===== src/rtl/eeg_sample_loader_pkg.sv =====
`default_nettype none
// ============================================================================
// Module   : eeg_sample_loader_pkg
// Purpose  : Shared types and constants for the EEG clip loader.
// Revision : 1.0 - initial release
// ============================================================================
package eeg_sample_loader_pkg;

    localparam int ADC_BITWIDTH         = 16;
    localparam int Q_STO_INT_RES_DOUBLE = 20;
    localparam int NUM_PATCHES          = 60;
    localparam int PATCH_LEN            = 64;
    localparam int NUM_EEG_SAMPLES      = NUM_PATCHES * PATCH_LEN;
    localparam int EEG_SHIFT            = Q_STO_INT_RES_DOUBLE - ADC_BITWIDTH;

    typedef logic [ADC_BITWIDTH-1:0] AdcData_t;
    typedef logic [15:0]             IntResAddr_t;
    typedef logic [29:0]             IntResDouble_t;

    typedef enum logic {
        SINGLE_WIDTH = 1'b0,
        DOUBLE_WIDTH = 1'b1
    } DataWidth_t;

    typedef enum logic [1:0] {
        INT_RES_SW_FX = 2'd0,
        INT_RES_DW_FX = 2'd1
    } FxFormatIntRes_t;

    localparam IntResAddr_t EEG_INPUT_MEM_BASE = 16'h0000;

    typedef enum logic [1:0] {
        EEG_IDLE  = 2'd0,
        EEG_LOAD  = 2'd1,
        EEG_DRAIN = 2'd2,
        EEG_DONE  = 2'd3
    } EegLoadState_t;

    // Unsigned ADC code becomes adc/2^16 with 20 fractional bits; never negative.
    function automatic IntResDouble_t eeg_to_int_res(input AdcData_t s);
        return IntResDouble_t'(s) << EEG_SHIFT;
    endfunction

endpackage
`default_nettype wire


===== src/rtl/eeg_sample_loader_fifo.sv =====
`default_nettype none
// ============================================================================
// Module   : sync_fifo
// Purpose  : Single-clock FIFO with occupancy count; push when full is dropped
//            unless a pop happens in the same cycle.
// Revision : 1.0 - initial release
// ============================================================================
module sync_fifo #(
    parameter int WIDTH = 16,
    parameter int DEPTH = 4,
    localparam int AW   = $clog2(DEPTH),
    localparam int CW   = $clog2(DEPTH + 1)
) (
    input  logic             clk,
    input  logic             rst,
    input  logic             clr,
    input  logic             push,
    input  logic             pop,
    input  logic [WIDTH-1:0] din,
    output logic [WIDTH-1:0] dout,
    output logic             full,
    output logic             empty,
    output logic [CW-1:0]    count
);

    logic [WIDTH-1:0] mem [DEPTH];
    logic [AW-1:0]    rd_ptr;
    logic [AW-1:0]    wr_ptr;
    logic             do_push;
    logic             do_pop;

    assign empty   = (count == '0);
    assign full    = (count == CW'(DEPTH));
    assign do_pop  = pop && !empty;
    assign do_push = push && (!full || do_pop);
    assign dout    = mem[rd_ptr];

    always_ff @(posedge clk) begin
        if (do_push) begin
            mem[wr_ptr] <= din;
        end
    end

    always_ff @(posedge clk or posedge rst) begin
        if (rst) begin
            rd_ptr <= '0;
            wr_ptr <= '0;
            count  <= '0;
        end else if (clr) begin
            rd_ptr <= '0;
            wr_ptr <= '0;
            count  <= '0;
        end else begin
            if (do_push) begin
                wr_ptr <= wr_ptr + AW'(1);
            end
            if (do_pop) begin
                rd_ptr <= rd_ptr + AW'(1);
            end
            case ({do_push, do_pop})
                2'b10:   count <= count + CW'(1);
                2'b01:   count <= count - CW'(1);
                default: count <= count;
            endcase
        end
    end

endmodule
`default_nettype wire


===== src/rtl/eeg_sample_loader.sv =====
`default_nettype none
// ============================================================================
// Module   : eeg_sample_loader
// Purpose  : Buffers one EEG clip of ADC samples and writes them, converted to
//            double-width fixed point, to consecutive IntRes addresses.
// Revision : 1.0 - initial release
// ============================================================================
import eeg_sample_loader_pkg::*;

module eeg_sample_loader #(
    parameter int          FIFO_DEPTH  = 4,
    parameter int          NUM_SAMPLES = NUM_EEG_SAMPLES,
    parameter IntResAddr_t BASE_ADDR   = EEG_INPUT_MEM_BASE
) (
    input  logic            clk,
    input  logic            rst,
    input  logic            start_load,
    input  logic            new_sample,
    input  AdcData_t        adc_data,
    output logic            wr_en,
    output IntResAddr_t     wr_addr,
    output IntResDouble_t   wr_data,
    output DataWidth_t      wr_width,
    output FxFormatIntRes_t wr_format,
    input  logic            wr_gnt,
    output logic            busy,
    output logic            done,
    output logic            overflow,
    output logic [11:0]     sample_cnt
);

    localparam int              FCW      = $clog2(FIFO_DEPTH + 1);
    localparam logic [11:0]     LAST_CNT = 12'(NUM_SAMPLES - 1);
    localparam logic [11:0]     FULL_CNT = 12'(NUM_SAMPLES);

    EegLoadState_t  state;
    EegLoadState_t  next_state;
    logic [11:0]    acc_cnt;
    logic [11:0]    addr_idx;
    logic           load_active;
    logic           sample_in;
    logic           accept;
    logic           drop;
    logic           fifo_clr;
    logic           fifo_pop;
    logic           fifo_full;
    logic           fifo_empty;
    logic [FCW-1:0] fifo_count;
    AdcData_t       fifo_head;

    assign load_active = (state == EEG_LOAD) || (state == EEG_DRAIN);
    assign sample_in   = (state == EEG_LOAD) && new_sample;
    assign wr_en       = load_active && !fifo_empty;
    assign fifo_pop    = wr_en && wr_gnt;
    // A full FIFO still takes a sample when the head retires in the same cycle.
    assign accept      = sample_in && (!fifo_full || fifo_pop);
    assign drop        = sample_in && fifo_full && !fifo_pop;
    assign fifo_clr    = (state == EEG_IDLE) && start_load;

    sync_fifo #(
        .WIDTH (ADC_BITWIDTH),
        .DEPTH (FIFO_DEPTH)
    ) u_fifo (
        .clk   (clk),
        .rst   (rst),
        .clr   (fifo_clr),
        .push  (accept),
        .pop   (fifo_pop),
        .din   (adc_data),
        .dout  (fifo_head),
        .full  (fifo_full),
        .empty (fifo_empty),
        .count (fifo_count)
    );

    always_ff @(posedge clk or posedge rst) begin
        if (rst) begin
            state <= EEG_IDLE;
        end else begin
            state <= next_state;
        end
    end

    always_comb begin
        next_state = state;
        case (state)
            EEG_IDLE: begin
                if (start_load) begin
                    next_state = EEG_LOAD;
                end
            end
            EEG_LOAD: begin
                if (accept && (acc_cnt == LAST_CNT)) begin
                    next_state = EEG_DRAIN;
                end
            end
            EEG_DRAIN: begin
                // No pushes in DRAIN, so the entry popped at count 1 is the last.
                if (fifo_pop && (fifo_count == FCW'(1))) begin
                    next_state = EEG_DONE;
                end
            end
            EEG_DONE: begin
                next_state = EEG_IDLE;
            end
            default: begin
                next_state = EEG_IDLE;
            end
        endcase
    end

    always_ff @(posedge clk or posedge rst) begin
        if (rst) begin
            acc_cnt    <= '0;
            sample_cnt <= '0;
            overflow   <= 1'b0;
        end else if (fifo_clr) begin
            acc_cnt    <= '0;
            sample_cnt <= '0;
            overflow   <= 1'b0;
        end else begin
            if (accept && (acc_cnt != FULL_CNT)) begin
                acc_cnt <= acc_cnt + 12'd1;
            end
            if (fifo_pop && (sample_cnt != FULL_CNT)) begin
                sample_cnt <= sample_cnt + 12'd1;
            end
            if (drop) begin
                overflow <= 1'b1;
            end
        end
    end

    // sample_cnt rests at NUM_SAMPLES after a clip; keep the address in range.
    assign addr_idx  = (sample_cnt > LAST_CNT) ? LAST_CNT : sample_cnt;
    assign wr_addr   = BASE_ADDR + IntResAddr_t'(addr_idx);
    assign wr_data   = wr_en ? eeg_to_int_res(fifo_head) : '0;
    assign wr_width  = DOUBLE_WIDTH;
    assign wr_format = INT_RES_DW_FX;
    assign busy      = load_active;
    assign done      = (state == EEG_DONE);

endmodule
`default_nettype wire


===== config.mk =====
export PLATFORM = sky130hd
export DESIGN_NAME = eeg_sample_loader
export DESIGN_NICKNAME = d
export VERILOG_FILES = /design/src/rtl/eeg_sample_loader_pkg.sv /design/src/rtl/eeg_sample_loader_fifo.sv /design/src/rtl/eeg_sample_loader.sv
export SDC_FILE = /design/constraint.sdc
export NUM_CORES = 1
export LEC_CHECK = 0
export CAP_MARGIN = 40
export CELL_PAD_IN_SITES_DETAIL_PLACEMENT = 0
export CELL_PAD_IN_SITES_GLOBAL_PLACEMENT = 2
export CORE_ASPECT_RATIO = 1.25
export CORE_MARGIN = 5
export CORE_UTILIZATION = 40
export CTS_BUF_LIST = sky130_fd_sc_hd__clkbuf_4
export DETAILED_ROUTE_END_ITERATION = 8
export GPL_TIMING_DRIVEN = 0
export PLACE_DENSITY = 0.95
export SYNTH_ARGS = -nofsm -noshare
export SYNTH_HDL_FRONTEND = slang
export SYNTH_SLANG_ARGS = --single-unit
export TNS_END_PERCENT = 50

===== constraint.sdc =====
create_clock -name clk -period 5.55 [get_ports clk]
set_input_delay 1.11 -clock clk [delete_from_list [all_inputs] [get_ports clk]]
set_output_delay 1.11 -clock clk [all_outputs]
set_load 0.01 [all_outputs]

==> results of run 1 <==
[per-layer routing]
metal	vias to the layer above	GRT usage (%)	part of all wire, %
li1	1421	-	-
met1	1450	16.7	43
met2	76	24.0	50
met3	9	3.59	5.7
met4	0	4.97	1.4
met5	-	0	0
[stage by stage]
stage	cell area [um2]	hold WS [ps]
4_1_cts	5730	586
5_1_grt	5740	604
3_3_place_gp	5550	540
3_5_place_dp	5590	552
2_1_floorplan	4740	505
6_report	5740	563
[Yosys cell counts, types with 2 or more instances]
library cell | instances | area share, %
nor3_1 | 5 | 0.54
and4_1 | 2 | 0.38
or3_1 | 3 | 0.40
inv_1 | 15 | 1.2
mux4_2 | 16 | 7.7
clkbuf_1 | 12 | 0.97
buf_4 | 22 | 3.5
nor4_1 | 3 | 0.40
nand3_1 | 11 | 1.2
xor2_1 | 9 | 1.7
nor2_1 | 26 | 2.1
and3_1 | 17 | 2.3
a21o_1 | 2 | 0.32
nor3b_1 | 2 | 0.32
edfxtp_1 | 64 | 41
o21ai_0 | 6 | 0.64
ha_1 | 17 | 4.6
a21oi_1 | 8 | 0.86
nand2_1 | 22 | 1.8
nand4_1 | 8 | 1.1
conb_1 | 2 | 0.16
and2_1 | 9 | 1.2
nand2b_1 | 7 | 0.94
buf_2 | 3 | 0.32
or4b_2 | 2 | 0.43
dfrtp_1 | 34 | 18
mux2i_1 | 2 | 0.43
xnor2_1 | 13 | 2.4
[final timing paths]
| path | end | depth (start not counted) | slack [ps] |
|---|---|---|---|
| hold reg to reg | overflow$_DFFE_PP0P_ | 2 | 560 |
| max in group asynchronous | sample_cnt[10]$_DFFE_PP0P_ | 3 | 3990 |
| setup reg to reg | u_fifo.mem[0][4]$_DFFE_PP_ | 5 | 2870 |
| min in group asynchronous | acc_cnt[6]$_DFFE_PP0P_ | 2 | 1020 |
| setup / recovery | wr_data[13] | 7 | 1540 |
| hold / removal | overflow$_DFFE_PP0P_ | 2 | 560 |
[area by class of cell]
class	count	area, um2	area share [%]
repair buffers	66	683	11.9
inverters	15	56.3	0.981
clock inverters	6	66.3	1.16
multi-input cells	223	1680	29.3
well taps	138	173	3.01
clock buffers	10	75.1	1.31
plain buffers	38	229	3.99
flip-flops and latches	98	2770	48.3
diodes	1	2.50	0.0436
[logic make-up after synthesis]
kind of cell,count (synthesis)
AO/OA/AOI/OAI,22
XOR/XNOR,22
adder cells (fa/ha/maj),17
buffers and inverters,53
flip-flops,98
multiplexers,19
other,2
AND/OR/NAND/NOR,122
[worst reg2reg max path: stages, from the launching register on]
cell and delay (ps):
dfrtp_1 410, inv_1 100, ha_1 330, nand2_1 150, a21oi_1 540, and2_1 790
[registers in the layout (all words and copies together), names as in the netlist]
name           flops
u_fifo.count       3
u_fifo.mem        64
u_fifo.wr_ptr      2
acc_cnt           12
state              2
overflow           1
u_fifo.rd_ptr      2
sample_cnt        12
[power by group through the flow]
stage / clock (mW) / sequential, mW / combinational, mW
final: 0.383 / 1.07 / 1.04
after global placement: 0 / 1.08 / 1.03
after detailed placement: 0 / 1.08 / 1.04
after CTS: 0.394 / 1.07 / 1.05
after global routing: 0.422 / 1.09 / 1.12
after floorplan: 0 / 1.06 / 0.603
==> metrics, run 1 <==
NetSw 0.835 mW; Tightest Pin Transition 858 ps; Setup crit end kind primary output; most frequent cells in the layout 64 x clkdlybuf4s50_1, 64 x edfxtp_1, 34 x dfrtp_1; Max VDD drop 0.000328 V; peak fanout along the critical path 10; HP Start overflow$_DFFE_PP0P_; Die Ht 131 um; Gate Count Post-Synth 355; CP Launch Point u_fifo.count[0]$_DFFE_PP0P_; status finished, final reports clean; final wirelength 9600 um; fraction of the mapped netlist area in adder cells 4.56%; worst path bufs/invs 4; CTS Hold Buffers Added 0; Worst Path Required 4440 ps; # IOs 86; slowest CP cell clkdlybuf4s50_1; CORE AREA 11500 um2; Seq cells post-synth 98; CP peak stage delay 550 ps; Port Buffers 64; setup violators final 0; xor/xnor share of the synthesized area 4.13%; ys flop type edfxtp_1; Max-Cap Viols 0; Critical Path Source Type flop; die width 107 um; Antenna Nets Post-Route 0; Synth Area in Compound Gates 3.24%; power density over cell area 434 nW/um2; Sw Ratio 33.6%; FF-to-FF Start state[0]$_DFFE_PP0P_; crit-path cells inv_1, ha_1, nand2b_1, clkbuf_1, clkbuf_1, and3_1, clkdlybuf4s50_1; Final Core Density 49.9%; WP data arrival 2900 ps; number of flops mapped to enable cells by yosys 64; placed cells 578; Comb power frac 41.7%; cts repair resizes 0; post-synthesis mux area share 8.47%; H-tree levels 3; Nets 489; synth-to-layout area growth 23.0%; DRC Markers 0; CTS tree built; Root Buffer clkbuf_4; Num CTS Buffers 9; Design Power 2.49 mW; ys async rst share 34.7%; layout cell share with drive strength beyond 1 14.0%; initial antenna violation count 1; vias in the first global route 2954; Fin Setup TNS 0 ps; initial core utilization 40.6%; WS Path Type flop to primary output; clock-pin slew on the worst setup and hold paths 150 ps; row count 44; clock power share 15.4%; sequential power share 42.9%; Min-Delay Path Class flop to flop; first-pass GRT wire length 15000 um; gp weighted congestion 0.774; most used cell along the critical path clkbuf_1; DP Wirelength 6790 um; fin. max-slew vios 0; first-pass iteration count of the detailed router 4; Avg Vias per Cell 4.97; gr usage total 13.8%; Avg Inst Size Synth 13.1 um2; final worst path period need 4010 ps; Clock Tree Buf Depth 2; cell family with most CP delay buffers and inverters; Simple-Gate Fraction of Synth Area 13.9%; synthesized area 4670 um2; setup ws final 1540 ps; RSZ-0062 raised after global routing false; Clock Skew 18.0 ps; GRT overflow 0; largest net degree at the start of global routing 21; reported leakage power 2.27 nW; Seq/Total Area, Yosys 59.4%; minimum setup slack after placement 1910 ps; clk_lat worst skew 460 ps; die area 13900 um2; final cell count without fillers 595; Initial DRC Count 103; postcts setup bufs 0; DR WL/cell 16.1 um; CTS sink cnt 98; slew margin rel. 42.8%; filler instances 1010; distinct cell type count after synthesis 41; final worst path period share 72.3%; Synthesis Warnings 0; detailed-route via count 2956; Final Hold Viols 0; Int Pwr 1.65 mW; fmax 0.249 GHz; largest family of logic cells by synthesized area simple AND/OR/NAND/NOR gates
(Power assumes the default switching activity.)
==> inputs of run 2 (changes only) <==
--- a/config.mk
+++ b/config.mk
@@ -10,11 +10,11 @@
 export CELL_PAD_IN_SITES_GLOBAL_PLACEMENT = 2
 export CORE_ASPECT_RATIO = 1.25
 export CORE_MARGIN = 5
-export CORE_UTILIZATION = 40
+export CORE_UTILIZATION = 33
 export CTS_BUF_LIST = sky130_fd_sc_hd__clkbuf_4
 export DETAILED_ROUTE_END_ITERATION = 8
 export GPL_TIMING_DRIVEN = 0
-export PLACE_DENSITY = 0.95
+export PLACE_DENSITY = 0.88
 export SYNTH_ARGS = -nofsm -noshare
 export SYNTH_HDL_FRONTEND = slang
 export SYNTH_SLANG_ARGS = --single-unit
==> constraint.sdc (replaced) <==
create_clock -name clk -period 3.5 [get_ports clk]
set_input_delay 0.7 -clock clk [delete_from_list [all_inputs] [get_ports clk]]
set_output_delay 0.7 -clock clk [all_outputs]
set_load 0.01 [all_outputs]
==> run 2 against run 1 <==
Net effect: setup slack worse by 1300 ps; worst hold slack worse by 31 ps; sequential share of layout area is 0.32 points lower; count of clock-buffer cells in the layout is 1 lower; register-to-register slack worse by 2000 ps; via count is 0.61% higher; first-iteration DRC count is 45% higher; sequential power is 58% higher; cell area is 0.68% higher; sequential cell count stayed put; core utilization is 8.2 points lower; largest cell class unchanged.
==> metrics, run 2 (synthesized netlist as in run 1, its figures left out) <==
status finished, final reports clean; Clock Skew 10.6 ps; final cell count without fillers 631; setup ws final 228 ps; synth-to-layout area growth 23.8%; Antenna Nets Post-Route 0; gr usage total 11.9%; DP Wirelength 6710 um; Sw Ratio 34.0%; power density over cell area 675 nW/um2; setup violators final 0; Num CTS Buffers 9; RSZ-0062 raised after global routing false; CTS Hold Buffers Added 0; layout cell share with drive strength beyond 1 15.1%; Root Buffer clkbuf_4; placed inst area 5660 um2; first-pass iteration count of the detailed router 4; Setup crit end kind primary output; Die Ht 143 um; peak fanout along the critical path 10; multi-input logic area 1680 um2; clk_lat worst skew 440 ps; final worst path period share 93.5%; die width 116 um; Clock Tree Buf Depth 2; placed cells 617; DR WL/cell 14.9 um; DRC Markers 0; biggest regs u_fifo.mem (64), acc_cnt (12), sample_cnt (12); Final Core Density 41.6%; gp weighted congestion 0.790; WP data arrival 2570 ps; WHS Path Cells 2; GRT overflow 0; clock power share 14.0%; CTS tree built; Tightest Pin Transition 740 ps; Comb power frac 42.8%; slew margin rel. 50.6%; Nets 489; H-tree levels 3; metal1 wirelength 4160 um; final worst path period need 3270 ps; die area 16600 um2; Max VDD drop 0.000395 V; met3 wire len 552 um; vias in the first global route 3006; WL met2 4590 um; CORE AREA 13900 um2; largest net degree at the start of global routing 35; reported leakage power 2.27 nW; Int Pwr 2.57 mW; Final Instance Area 5780 um2; Max-Cap Viols 0; initial core utilization 33.6%; Final Hold Viols 0; minimum setup slack after placement 453 ps; NetSw 1.33 mW; WS Path Type flop to primary output; initial antenna violation count 0; top layer in use met4; clock-pin slew on the worst setup and hold paths 160 ps; # IOs 86; fin. max-slew vios 0; sequential power share 43.2%; most frequent cells in the layout 64 x clkdlybuf4s50_1, 64 x edfxtp_1, 34 x dfrtp_1; CTS sink cnt 98; first-pass GRT wire length 15500 um; worst reg2reg path depth 9; final wirelength 9430 um; fmax 0.306 GHz; Critical Path Source Type flop; max reg flops 64; Min-Delay Path Class flop to flop; register area 2770 um2; Diodes inserted 0; Fin Setup TNS 0 ps; Avg Vias per Cell 4.71; Initial DRC Count 149; row count 48; Worst Path Required 2800 ps; Reg with most FFs u_fifo.mem; Port Buffers 64; filler instances 1260; detailed-route via count 2974
run 2: per-stage QoR:
step,hold WS [ps],power [mW]
final,533,3.90
after global routing,598,4.17
after detailed placement,507,3.39
after global placement,491,3.34
after floorplan,505,2.64
after CTS,548,3.96
run 2: power by group through the flow:
stage | clock, mW | sequential [mW] | combinational, mW
2_1_floorplan | 0 | 1.68 | 0.956
3_3_place_gp | 0 | 1.70 | 1.63
3_5_place_dp | 0 | 1.71 | 1.68
4_1_cts | 0.565 | 1.69 | 1.70
5_1_grt | 0.612 | 1.72 | 1.84
6_report | 0.544 | 1.69 | 1.67
run 2: per-layer routing:
metal	vias up	GRT usage [%]
li1	1420	-
met1	1471	15.0
met2	71	19.9
met3	12	3.18
met4	0	3.48
met5	-	0
run 2: cell type report:
type                    count  area share (%)
plain buffers              36            3.96
clock buffers               9            1.17
clock inverters             7           0.888
inverters                  15           0.975
multi-input cells         223            29.1
flip-flops and latches     98            48.0
well taps                 175            3.79
repair buffers             68            12.1
run 2: path summary, 6_finish.rpt:
kind	start	endpoint	slack, ps
min	overflow$_DFFE_PP0P_	overflow$_DFFE_PP0P_	530
max	u_fifo.rd_ptr[1]$_DFFE_PP0P_	wr_data[13]	230
max in group asynchronous	rst	u_fifo.wr_ptr[0]$_DFFE_PP0P_	2340
min in group asynchronous	rst	acc_cnt[8]$_DFFE_PP0P_	690
max reg2reg	state[1]$_DFFE_PP0P_	state[1]$_DFFE_PP0P_	830
min reg2reg	overflow$_DFFE_PP0P_	overflow$_DFFE_PP0P_	530
run 2: repair_timing:
| action | CTS | global route |
|---|---|---|
| resized for setup | 3 | 1 |
| setup buffers | 0 | 0 |
| endpoints found under the setup margin | 9 | 10 |
run 2: worst max-delay path, cell delays in order, from the launching register on:
cell	delay, ps
dfrtp_1	360
clkbuf_1	360
buf_2	350
mux4_2	360
and3_1	200
clkdlybuf4s50_1	480
